<file path="src/rtl/mac_sequencer.sv">
// mac_sequencer: streams signed operand pairs into an external DSP MAC slice,
// drains its pipeline and returns the accumulated dot product through a
// valid/ready handshake.
module mac_sequencer #(
  parameter int LATENCY   = 3,   // enabled DSP cycles from dsp_a/dsp_b to dsp_p
  parameter int CTRL_SKEW = 1,   // enabled cycles opmode lags its operand beat (>= 1)
  parameter int LEN_W     = 16   // width of the job length
) (
  input  logic                clk,
  input  logic                rst_n,
  input  logic                start,
  output logic                start_ready,
  input  logic [LEN_W-1:0]    len,
  input  logic signed [29:0]  in_a,
  input  logic signed [17:0]  in_b,
  input  logic                in_valid,
  output logic                in_ready,
  output logic [29:0]         dsp_a,
  output logic [17:0]         dsp_b,
  output logic [26:0]         dsp_d,
  output logic [8:0]          dsp_opmode,
  output logic [4:0]          dsp_inmode,
  output logic [3:0]          dsp_alumode,
  output logic                dsp_enable,
  output logic                dsp_rst,
  input  logic signed [47:0]  dsp_p,
  output logic signed [47:0]  result,
  output logic                result_valid,
  input  logic                result_ready
);

  localparam logic [8:0] OP_LOAD = 9'b000000101;  // P = M
  localparam logic [8:0] OP_ACC  = 9'b000100101;  // P = P + M
  // Drain counter must be able to hold LATENCY itself.
  localparam int DW = $clog2(LATENCY + 1) + 1;

  typedef enum logic [1:0] {IDLE, RUN, DRAIN, HOLD} state_t;

  state_t                  state_q, state_d;
  logic [LEN_W-1:0]        beat_cnt_q, beat_cnt_d;
  logic [DW-1:0]           drain_cnt_q, drain_cnt_d;
  logic                    first_q, first_d;
  logic [29:0]             dsp_a_q, dsp_a_d;
  logic [17:0]             dsp_b_q, dsp_b_d;
  // Opmode belonging to the operands currently on dsp_a/dsp_b; it then
  // travels CTRL_SKEW enabled stages so it reaches the DSP aligned with them.
  logic [8:0]              op_cur_q, op_cur_d;
  logic signed [47:0]      result_q, result_d;
  logic                    result_valid_q, result_valid_d;

  // Next-state logic, DSP enable and operand/opmode selection.
  always_comb begin
    state_d        = state_q;
    beat_cnt_d     = beat_cnt_q;
    drain_cnt_d    = drain_cnt_q;
    first_d        = first_q;
    dsp_a_d        = dsp_a_q;
    dsp_b_d        = dsp_b_q;
    op_cur_d       = op_cur_q;
    result_d       = result_q;
    result_valid_d = result_valid_q;
    dsp_enable     = 1'b0;
    case (state_q)
      IDLE: begin
        if (start) begin
          if (len != '0) begin
            state_d    = RUN;
            beat_cnt_d = len;
            first_d    = 1'b1;
          end else begin
            // Empty job: answer immediately without touching the DSP.
            state_d        = HOLD;
            result_d       = '0;
            result_valid_d = 1'b1;
          end
        end
      end
      RUN: begin
        // The DSP only advances on accepted beats, so stalls freeze it whole.
        dsp_enable = in_valid;
        if (in_valid) begin
          dsp_a_d    = in_a;
          dsp_b_d    = in_b;
          op_cur_d   = first_q ? OP_LOAD : OP_ACC;
          first_d    = 1'b0;
          beat_cnt_d = beat_cnt_q - LEN_W'(1);
          if (beat_cnt_q == LEN_W'(1)) begin
            state_d     = DRAIN;
            drain_cnt_d = '0;
          end
        end
      end
      DRAIN: begin
        if (drain_cnt_q != DW'(LATENCY)) begin
          // Push zero products through so the last real beat reaches dsp_p.
          dsp_enable  = 1'b1;
          dsp_a_d     = '0;
          dsp_b_d     = '0;
          op_cur_d    = OP_ACC;
          drain_cnt_d = drain_cnt_q + DW'(1);
        end else begin
          // dsp_p now carries the complete sum; pipeline stays frozen.
          state_d        = HOLD;
          result_d       = dsp_p;
          result_valid_d = 1'b1;
        end
      end
      HOLD: begin
        if (result_ready) begin
          state_d        = IDLE;
          result_valid_d = 1'b0;
        end
      end
      default: state_d = IDLE;
    endcase
  end

  // State, counters, DSP operand registers and result register.
  always_ff @(posedge clk) begin
    if (!rst_n) begin
      state_q        <= IDLE;
      beat_cnt_q     <= '0;
      drain_cnt_q    <= '0;
      first_q        <= 1'b0;
      dsp_a_q        <= '0;
      dsp_b_q        <= '0;
      op_cur_q       <= '0;
      result_q       <= '0;
      result_valid_q <= 1'b0;
    end else begin
      state_q        <= state_d;
      beat_cnt_q     <= beat_cnt_d;
      drain_cnt_q    <= drain_cnt_d;
      first_q        <= first_d;
      dsp_a_q        <= dsp_a_d;
      dsp_b_q        <= dsp_b_d;
      op_cur_q       <= op_cur_d;
      result_q       <= result_d;
      result_valid_q <= result_valid_d;
    end
  end

  // Opmode skew line: each stage moves only when the DSP is enabled.
  for (genvar gi = 0; gi < CTRL_SKEW; gi++) begin : g_op
    logic [8:0] op_q;
    logic [8:0] stage_in;
    if (gi == 0) begin : g_head
      assign stage_in = op_cur_q;
    end else begin : g_tail
      assign stage_in = g_op[gi-1].op_q;
    end
    // One opmode delay stage.
    always_ff @(posedge clk) begin
      if (!rst_n) begin
        op_q <= '0;
      end else if (dsp_enable) begin
        op_q <= stage_in;
      end
    end
  end

  assign dsp_opmode   = g_op[CTRL_SKEW-1].op_q;
  assign start_ready  = (state_q == IDLE);
  assign in_ready     = (state_q == RUN);
  assign dsp_a        = dsp_a_q;
  assign dsp_b        = dsp_b_q;
  assign dsp_d        = '0;
  assign dsp_inmode   = 5'b00000;
  assign dsp_alumode  = 4'b0000;
  assign dsp_rst      = !rst_n;
  assign result       = result_q;
  assign result_valid = result_valid_q;

endmodule

</file>
<file path="config.mk">
export PLATFORM = sky130hd
export DESIGN_NAME = mac_sequencer
export DESIGN_NICKNAME = d
export VERILOG_FILES = /design/src/rtl/mac_sequencer.sv
export SDC_FILE = /design/constraint.sdc
export NUM_CORES = 1
export LEC_CHECK = 0
export CORE_ASPECT_RATIO = 0.9
export CORE_UTILIZATION = 30
export DETAILED_ROUTE_END_ITERATION = 10
export PLACE_DENSITY = 0.62
export SETUP_SLACK_MARGIN = 0.3
export SLEW_MARGIN = 20
export SYNTH_ARGS = -nofsm -noshare
export SYNTH_HDL_FRONTEND = slang
export SYNTH_SLANG_ARGS = --single-unit
</file>
<file path="constraint.sdc">
create_clock -name clk -period 2 [get_ports clk]
set_input_delay 0.3 -clock clk [delete_from_list [all_inputs] [get_ports clk]]
set_output_delay 0.3 -clock clk [all_outputs]
set_load 0.005 [all_outputs]
</file>
# Word-level counts from Yosys, hierarchy flattened
# Cells that the tools add are included.
word_totals:
  elab_cells: 78
  regBits: 137
classes:
  n_addsub: 2
  n_eq_ne: 13
  reduce_logical: 13
  n_mux: 40
op_table:
  columns: ["operator", "n"]
  rows:
  - ["2-to-1 mux 48 bit", 3]
  - ["case mux 48 bit (2 select lines)", 1]
  - ["2-to-1 mux 30 bit", 2]
  - ["case mux 30 bit (2 select lines)", 1]
  - ["2-to-1 mux 16 bit", 3]
  - ["2-to-1 mux 18 bit", 2]
  - ["case mux 18 bit (2 select lines)", 1]
  - ["case mux 16 bit (2 select lines)", 1]
  - ["2-to-1 mux 9 bit", 2]
  - ["case mux 9 bit (2 select lines)", 1]
  - ["== test 16 x 1 -> 1 bit (second input constant)", 1]
  - ["nonzero test 16 bit", 1]
  - ["subtractor 16 x 1 -> 16 bit (second input constant)", 1]
  - ["2-to-1 mux 2 bit", 6]
  - ["!= test 2 bit (second input constant)", 6]
  - ["AND reduction 4 bit", 3]
  - ["AND reduction 5 bit", 2]
  - ["2-to-1 mux 3 bit", 3]
  - ["2-to-1 mux 1 bit", 8]
  - ["case mux 2 bit (4 select lines)", 1]
  - ["2-to-1 mux 6 bit", 1]
  - ["case mux 3 bit (2 select lines)", 1]
  - ["nonzero test 2 bit", 3]
  - ["== test 2 bit (second input constant)", 2]
  - ["10 further kinds", 12]

# Longest topological paths before layout
depth:
  ltp_word: 4
  depth_mapped: 9
  mapped_depth_nobuf: 7

# Worst setup path after synthesis
# OpenSTA, ideal clock, no wires.
synth_path:
  kind: "reg2reg"
  startpoint: "register state_q[0]"
  endpoint: "register beat_cnt_q[0]"
  n_path_buf: 1
  synth_period_minus_slack_ns: 1.784
  setup_time_ns: 0.122
  setup_slack_ns: 0.216
  path_stages_with_launch: 8
  arrival_ns: 1.662
  path_cell_list: "dfxtp_1 inv_1 ha_1 inv_1 nor2_1 a221o_1 buf_2 o311a_1"
synth_via:
  elab_chain_cells: 3
  word_cells_on_any_way: 8
  cone_classes: "eq/ne: 4; mux: 1; reduce/logical: 3"
synth_rtl:
  columns: ["element", "line_no", "source"]
  rows:
  - ["start, declared", "39", "state_t state_q, state_d;"]
  - ["start signal, assigned", "131", "state_q <= state_d;"]
  - ["zero test 2 bit *", null, null]
  - ["via start_ready", "12", "output logic start_ready,"]
  - ["!= test 2 x 1 -> 1 bit (no source line), or another cell as far along", null, null]
  - ["AND reduction 4 bit (no source line)", null, null]
  - ["end signal, assigned", "132", "beat_cnt_q <= beat_cnt_d;"]
  - ["end, declared", "40", "logic [LEN_W-1:0] beat_cnt_q, beat_cnt_d;"]
# The timed path passes the listed nets; every way through them passes the cells marked *.
# A chain may end at the register's enable or synchronous reset.

# Final worst setup path
layout_path:
  startpoint: "register state_q[1]"
  endpoint: "register dsp_a_q[4] (netlist: dsp_a[4])"
layout_via:
  elab_chain_cells: 3
  word_cells_on_any_way: 7
  cone_classes: "eq/ne: 4; mux: 1; reduce/logical: 2"
layout_rtl:
  columns: ["element", "line_no", "source"]
  rows:
  - ["== test 2 bit or == test 2 x 1 -> 1 bit (tied branches)", "63", "case (state_q)"]
  - ["!= test 2 bit (no source line) or nonzero test 2 bit (tied branches)", null, null]
  - ["AND reduction 3 bit (no source line)", null, null]
  - ["end signal, assigned", "135", "dsp_a_q <= dsp_a_d;"]
  - ["end, declared", "43", "logic [29:0] dsp_a_q, dsp_a_d;"]
# Parallel ways exist; a longest one is shown, timed or not.

==> reports/summary.txt <==
status -> complete, no violations
worst path required time -> 2.31 ns
leading cell type in the layout, fill and taps excluded -> clkdlybuf4s50_1
Initial Util -> 0.306
gr usage total -> 0.188
Synth Flop Type -> dfxtp_1
worst hold margin -> 0.418 ns
CP max stage delay -> 0.37 ns
CTS Buf Count -> 17
fmax -> 538 MHz
Core ar. -> 19,200 um^2
hold_buf cts -> 0
ranking of synthesized cells by area -> dfxtp_1, mux2i_1, a21oi_1
Final WS setup -> 0.141 ns
CP Max Fanout -> 8
element type at the critical path end -> flop
met2 wire length -> 9280 um
largest net degree at the start of global routing -> 117
Synth Register Bits -> 123
post-placement cell area -> 8480 um^2
nets -> 1,103
# port buffers -> 220
PwrDens -> 1600 nW/um^2
num ports -> 263
routed len/inst -> 16.0 um
critical path class -> reg2reg
ant diodes -> 0
vias in the first global route -> 5,729
final std cells w/o fill -> 1,239
most frequent cells in the layout -> clkdlybuf4s50_1, dfxtp_1, nand2_1
Synth Warn # -> 0
reg-to-reg startpoint -> state_q[1]$_SDFFE_PN0P_
Crit path max-delay family -> buffers and inverters
Yosys top cell area share -> 0.418
Maximum Capacitance Violations -> 0
die area -> 20,200 um^2
Final Hold Viols -> 0
Cell Rows -> 48
initial antenna violation count -> 0
CP arrival -> 2.17 ns
clk_lat worst skew -> 0.42 ns
CP startpoint kind -> flop
Final setup viols -> 0
root buf cell -> clkbuf_16
first-pass GRT wire length -> 29,800 um
EDFF count, synth -> 0
Met1 Routed Length -> 8410 um
placed instance count -> 1,148
fin crit share -> 0.929
CTS tree -> built
Bufs on Longest Clock Path -> 2
Die H -> 135 um
drt total wl -> 19,800 um
clk slew on worst S/H paths -> 0.07 ns
Avg Cell Area, Syn -> 8.48 um^2
via/cell ratio -> 4.78
DR WL met3 -> 1800 um
Clock Sinks -> 123
r2r endpoint -> dsp_a[4]$_SDFFE_PN0P_
Mapped Cells -> 694
worst path bufs/invs -> 6
ys async rst share -> 0
DRC violations left -> 0
Worst R2R Setup Slack -> 0.14 ns
Synth area leader -> dfxtp_1
drt pass-1 iters -> 6
hold endpoint -> dsp_a[18]$_SDFFE_PN0P_
P_leak -> 4.03 nW
R2R depth -> 11
uppermost layer routed -> met4
Area Overhead vs Synth -> 78.9%
worst hold-check path type -> in2reg
Slew Limit Fails -> 0
post-route cell area -> 10,500 um^2
Slowest-stage cell, CP -> dfxtp_4
chip width -> 150 um
layout cell share with drive strength beyond 1 -> 0.244
Initial DRC Count -> 195
post-route ant nets -> 0
hold depth -> 4
global route total overflow -> 0
RSZ-0062 raised after global routing -> true
CTS H-tree depth -> 4
placer congestion estimate -> 0.758
HP Start -> rst_n
Clock Skew -> 0.0140 ns
Synth cell types -> 49
CP cell instances -> inv_6 > ha_4 > buf_6 > o211ai_1 > buf_4 > buf_6 > buf_12 > buf_12 > nor3b_2 > a21oi_2 > nor2_2
Max VDD drop -> 0.818 mV
total number of vias -> 5,919
post-placement setup slack -> -0.276 ns
DP HPWL -> 11,200 um
min cycle time layout -> 1.86 ns
sequential element share of the synthesized area -> 0.418
Cell Area, Synth -> 5890 um^2
-- cell type report --
| cell class | instances | area [um^2] |
|---|---|---|
| clock buffers | 18 | 429 |
| clock inverters | 14 | 180 |
| fillers | 1738 | 8690 |
| inverters | 14 | 62.6 |
| multi-input cells | 499 | 3450 |
| flip-flops and latches | 123 | 2480 |
| well taps | 250 | 313 |
| repair buffers | 321 | 3620 |
-- report_power, final --
part	internal [mW]	total (mW)	switching [mW]
Sequential	3.02	3.43	0.412
Combinational	5.64	10.1	4.50
Clock	1.99	3.23	1.25
-- synth_stat cells (all sizes together), types with 2 or more instances --
library cell and n:
a31oi 4, nor2b 6, or3 5, o211ai 5, mux2i 54, nor2 67, nor3 6, nand2 76
nand2b 3, buf 59, nor4 5, inv 14, o21ai 6, clkbuf 40, and3 4, ha 10
nand3 54, o311a 3, o32ai 7, o221a 2, o41ai 2, a311oi 2, nor3b 49, dfxtp 123
a21oi 75
-- per-layer routing --
metal  GRT usage  vias to the layer above
li1            -                     2885
met1       0.228                     2797
met2       0.307                      211
met3      0.0723                       26
met4      0.0584                        0
met5           0                        -
-- timing repair --
action                                  CTS  global route
pin swaps                                26            27
buffers inserted                         26            12
endpoints found under the setup margin  111           124
gates resized for setup                 136            43
cloned                                   15             6
-- worst reg2reg max path: cells and delay by family, from the launching register on --
kind                     cells  cell delay [ns]
AND/OR/NAND/NOR              2             0.10
AO/OA/AOI/OAI                2             0.39
adder cells (fa/ha/maj)      1             0.18
flip-flops                   1             0.37
buffers and inverters        6             0.71
-- worst max-delay path by stage --
stage	slack (ns)	startpoint	to	cells after the start
floorplan	0.31	state_q[0]$_SDFFE_PN0P_	result[25]$_SDFFE_PN0P_	7
finish	0.14	state_q[1]$_SDFFE_PN0P_	dsp_a[4]$_SDFFE_PN0P_	11
detailed placement	-0.28	len[12]	result[15]$_SDFFE_PN0P_	7
global placement	-0.26	len[3]	result[9]$_SDFFE_PN0P_	7
global route	0.05	state_q[1]$_SDFFE_PN0P_	dsp_b[17]$_SDFFE_PN0P_	11
CTS	0.15	drain_cnt_q[0]$_SDFFE_PN0P_	dsp_enable	7
-- through the flow --
step           utilization  setup TNS, ns  power [mW]
6_report             0.548              0        16.8
5_1_grt              0.548              0        17.8
4_1_cts              0.528              0        15.8
3_5_place_dp         0.441         -13.46        9.60
3_3_place_gp         0.441         -12.92        9.57
2_1_floorplan            -              0        7.27
-- state kept, by name (all words and copies together), names as in the netlist --
name / flops
dsp_opmode: 2
state_q: 2
g_op.stage_in: 2
dsp_b: 18
dsp_a: 30
result_valid: 1
drain_cnt_q: 3
first_q: 1
beat_cnt_q: 16
result: 48
-- cell families after synthesis --
family | count (synthesis) | share of synthesized area
buffers and inverters | 113 | 0.108
other | 1 | 0.000637
AOI/OAI and AO/OA | 113 | 0.119
DFF | 123 | 0.418
muxes | 54 | 0.0918
and+or+nand+nor | 280 | 0.241
adders and majority gates | 10 | 0.0213
Power figures use the tool's default switching activity.
